===== src/rtl/filter_median3x3_pkg.sv =====
// filter_median3x3_pkg: shared pixel width and window slice helper
package filter_median3x3_pkg;
  localparam int PixelBitDef = 8;
  function automatic int pix_lsb(input int pixel_bit, input int k);
    return pixel_bit * (8 - k);
  endfunction
endpackage


===== src/rtl/filter_median3x3_sort3.sv =====
// median_sort3: combinational three-input sorter built from three compare-swaps
module median_sort3 #(
  parameter int PixelBit = 8
) (
  input  logic [PixelBit-1:0] a,
  input  logic [PixelBit-1:0] b,
  input  logic [PixelBit-1:0] c,
  output logic [PixelBit-1:0] lo,
  output logic [PixelBit-1:0] mid,
  output logic [PixelBit-1:0] hi
);
  logic [PixelBit-1:0] x0, x1, y1;
  always_comb begin
    x0  = a < b ? a : b;
    x1  = a < b ? b : a;
    y1  = x1 < c ? x1 : c;
    hi  = x1 < c ? c : x1;
    lo  = x0 < y1 ? x0 : y1;
    mid = x0 < y1 ? y1 : x0;
  end
endmodule


===== src/rtl/filter_median3x3.sv =====
// filter_median3x3: three-stage pipelined 3x3 median (row sort, column reduce, final median)
module filter_median3x3
  import filter_median3x3_pkg::*;
#(
  parameter int PixelBit = PixelBitDef
) (
  input  logic                  clk,
  input  logic                  rst_n,
  input  logic                  in_valid,
  input  logic [PixelBit*9-1:0] window,
  output logic                  out_valid,
  output logic [PixelBit-1:0]   median
);
  logic [2:0][PixelBit-1:0] r_lo, r_mid, r_hi, s1_lo, s1_mid, s1_hi;
  logic                     s1_v, s2_v;
  logic [PixelBit-1:0]      s2_maxlo, s2_medmid, s2_minhi;
  logic [PixelBit-1:0]      lo01, hi01, maxlo, minhi, medmid, med;
  logic [PixelBit-1:0]      unused_lo_a, unused_hi_a, unused_lo_b, unused_hi_b;
  for (genvar r = 0; r < 3; r++) begin : g_row
    median_sort3 #(.PixelBit(PixelBit)) u_row (
      .a  (window[pix_lsb(PixelBit, 3*r)   +: PixelBit]),
      .b  (window[pix_lsb(PixelBit, 3*r+1) +: PixelBit]),
      .c  (window[pix_lsb(PixelBit, 3*r+2) +: PixelBit]),
      .lo (r_lo[r]),
      .mid(r_mid[r]),
      .hi (r_hi[r])
    );
  end
  always_comb begin
    lo01  = s1_lo[0] > s1_lo[1] ? s1_lo[0] : s1_lo[1];
    maxlo = lo01 > s1_lo[2] ? lo01 : s1_lo[2];
    hi01  = s1_hi[0] < s1_hi[1] ? s1_hi[0] : s1_hi[1];
    minhi = hi01 < s1_hi[2] ? hi01 : s1_hi[2];
  end
  median_sort3 #(.PixelBit(PixelBit)) u_medmid (
    .a(s1_mid[0]), .b(s1_mid[1]), .c(s1_mid[2]),
    .lo(unused_lo_a), .mid(medmid), .hi(unused_hi_a)
  );
  median_sort3 #(.PixelBit(PixelBit)) u_final (
    .a(s2_maxlo), .b(s2_medmid), .c(s2_minhi),
    .lo(unused_lo_b), .mid(med), .hi(unused_hi_b)
  );
  // Data registers load every cycle; only the valid bit marks meaningful results.
  always_ff @(posedge clk or negedge rst_n) begin
    if (!rst_n) begin
      s1_v      <= 1'b0;
      s1_lo     <= '0;
      s1_mid    <= '0;
      s1_hi     <= '0;
      s2_v      <= 1'b0;
      s2_maxlo  <= '0;
      s2_medmid <= '0;
      s2_minhi  <= '0;
      out_valid <= 1'b0;
      median    <= '0;
    end else begin
      s1_v      <= in_valid;
      s1_lo     <= r_lo;
      s1_mid    <= r_mid;
      s1_hi     <= r_hi;
      s2_v      <= s1_v;
      s2_maxlo  <= maxlo;
      s2_medmid <= medmid;
      s2_minhi  <= minhi;
      out_valid <= s2_v;
      median    <= med;
    end
  end
endmodule


===== config.mk =====
export PLATFORM = sky130hd
export DESIGN_NAME = filter_median3x3
export DESIGN_NICKNAME = d
export VERILOG_FILES = /design/src/rtl/filter_median3x3_pkg.sv /design/src/rtl/filter_median3x3_sort3.sv /design/src/rtl/filter_median3x3.sv
export SDC_FILE = /design/constraint.sdc
export NUM_CORES = 1
export LEC_CHECK = 0
export ABC_CLOCK_PERIOD_IN_PS = 14350
export CAP_MARGIN = 20
export CORE_MARGIN = 5
export CORE_UTILIZATION = 47
export DETAILED_ROUTE_END_ITERATION = 10
export PLACE_DENSITY = 0.64
export SETUP_SLACK_MARGIN = 0.4
export SLEW_MARGIN = 15
export SYNTH_ARGS = -nofsm -noshare
export SYNTH_HDL_FRONTEND = slang
export SYNTH_HIERARCHICAL = 1
export SYNTH_SLANG_ARGS = --single-unit

===== constraint.sdc =====
create_clock -name clk -period 14.35 [get_ports clk]
set_input_delay 2.87 -clock clk [delete_from_list [all_inputs] [get_ports clk]]
set_output_delay 2.87 -clock clk [all_outputs]
set_load 0.005 [all_outputs]

==> results.sh <==
export IMPL_die_area_um2=22700
export IMPL_drtAntennaViolNets=0
export IMPL_grt_max_degree=64
export IMPL_clk_pin_slew_ns=0.07
export IMPL_drt_iter0_drc=367
export IMPL_syn_cell_area_um2=9310
export IMPL_cts_made_buffers=9
export IMPL_skew_ns=0.00750
export IMPL_leakagePower_nw=5.29
export IMPL_drive_gt1_share_pct=10.5
export IMPL_grt_pass1_wl_mm=32.5
export IMPL_max_slew_worst_pin_slew_ns=0.988
export IMPL_row_count=51
export IMPL_vias=6558
export IMPL_dr_pass1_iters=4
export IMPL_slew_headroom_pct=34.0
export IMPL_power_total_mw=2.57
export IMPL_clock_sinks=107
export IMPL_via_per_inst=5.22
export IMPL_drc=0
export IMPL_postLayoutCellArea_um2=10500
export IMPL_maxCapViolations=0
export IMPL_outcome="complete, no violations"
export IMPL_clock_root_buffer="clkbuf_16"
export IMPL_synth_net_count=1131
export IMPL_wl_mm=20.4
export IMPL_post_cts_buffers=0
export IMPL_holdBufCountCts=0
export IMPL_ctsResizeCount=0
export IMPL_crit_type="input port to flip-flop"
export IMPL_peakVddDrop_mv=0.142
export IMPL_avgSynthCellArea_um2=10.1
export IMPL_rsz0062_at_grt="no"
export IMPL_post_dp_hpwl_mm=17.4
export IMPL_cts_tree="yes"
export IMPL_start_util_pct=47.9
export IMPL_crit_required_ns=14.61
export IMPL_diodes=0
export IMPL_first_global_vias=6265
export IMPL_cp_start_kind="input port"
export IMPL_grtUsageTotal_pct=18.6
export IMPL_end_kind="flip-flop"
export IMPL_core_area_um2=19500
export IMPL_ys_warn_count=6
export IMPL_wl_per_cell_um=16.2
export IMPL_finalHoldViolCount=0
export IMPL_finalSetupViolCount=0
export IMPL_min_path_type="flip-flop to flip-flop"
export IMPL_dpl_cell_area_um2=10200
export IMPL_antenna_found_initial=0
export IMPL_cp_arrival_ns=9.45
export IMPL_syn_to_final_growth_pct=13.1
export IMPL_nNetsFinal=1197
export IMPL_clk_path_buf_depth=2
export IMPL_setup_tns_ns=0
export IMPL_fill_cells=1731
export IMPL_instances_no_fill=1257
export IMPL_h_tree_depth=3
export IMPL_drv_slew=0
export IMPL_insertion_delay_ns=0.35
export IMPL_cp_max_fo=23
export IMPL_powerDensity_nw_per_um2=244
export IMPL_place_congestion=0.877
export IMPL_fp_dieH_um=151
export IMPL_syn_inst=921
export IMPL_io_pins=84
export IMPL_period_needed_ns=9.19
export IMPL_min_period_over_period_pct=64.0
export IMPL_dp_cells=1241
export IMPL_maxClockFrequency_mhz=109
export IMPL_grt_overflow_total=0
export IMPL_io_buffers=83
export IMPL_die_w_um=151
==> sequential cells by signal, summed over array words and instances (netlist names) <==
name       flops
s1_mid        24
out_valid      1
s1_v           1
s2_v           1
s1_lo         24
median         8
s1_hi         24
s2_minhi       8
s2_maxlo       8
s2_medmid      8
==> power by group <==
group / internal [mW] / switching [mW]
Sequential: 0.433 / 0.0912
Combinational: 0.852 / 0.954
Clock: 0.140 / 0.103
Total: 1.42 / 1.15
==> path summary, 6_finish.rpt <==
path | to | from | cells after the start | slack (ns)
max in group asynchronous | s1_mid[22] | rst_n | 2 | 10.65
max | s1_mid[23] | window[14] | 20 | 5.16
min in group asynchronous | s2_medmid[5] | rst_n | 1 | 2.52
min reg2reg | s2_v | s1_v | 0 | 0.35
max reg2reg | median[3] | s2_maxlo[6] | 18 | 8.55
min | s2_v | s1_v | 0 | 0.35
==> cell usage in the layout, fill, tap and decap left out, types with 22 or more instances in the layout <==
master           instances
a21o_1                  23
a21oi_1                 26
clkdlybuf4s50_1         82
dfrtp_1                107
ha_1                   135
inv_1                  151
mux2_2                  44
mux2i_1                132
nand2_1                 58
nor2_1                  22
o21ai_0                 60
==> cell type report <==
type                            instances  area [um2]  share of cell area, %
Multi-Input combinational cell        634        5830                   55.4
Clock buffer                           14         254                   2.41
Clock inverter                          2        35.0                  0.333
Sequential cell                       107        2680                   25.4
Tap cell                              265         332                   3.15
Inverter                              151         567                   5.38
Timing Repair Buffer                   84         836                   7.94
==> layer usage <==
layer,GRT usage [%],part of all wire [%],wire [um],up-vias
li1,-,-,-,3372
met1,25.3,48,9730,3059
met2,30.2,46,9410,104
met3,2.51,3.3,679,23
met4,6.66,2.7,554,0
met5,0,0,0,-
==> metrics by stage <==
step | worst slack [ns] | util (%) | hold WS (ns)
after global placement | 4.87 | 52.6 | 0.336
after global routing | 4.52 | 54.1 | 0.364
after CTS | 5.09 | 54.1 | 0.354
after detailed placement | 4.71 | 52.6 | 0.338
final | 5.16 | 54.1 | 0.351
after floorplan | 6.85 | - | 0.331
==> worst max-delay path, stage by stage <==
cell and delay (ns):
clkdlybuf4s50_1 0.48, inv_1 0.06, ha_1 0.31, nand4_1 0.15, o311ai_4 0.87, o21ai_0 0.46
ha_1 0.46, nand4_1 0.11, a21oi_1 0.21, nand2_1 0.07, nand2_1 0.10, a31o_1 0.68
mux2i_1 0.46, ha_1 0.33, a21o_1 0.18, a21o_1 0.17, a211oi_1 0.29, nand3b_1 0.13
o21ai_2 0.77, mux2i_1 0.28
Power figures use the tool's default switching activity.
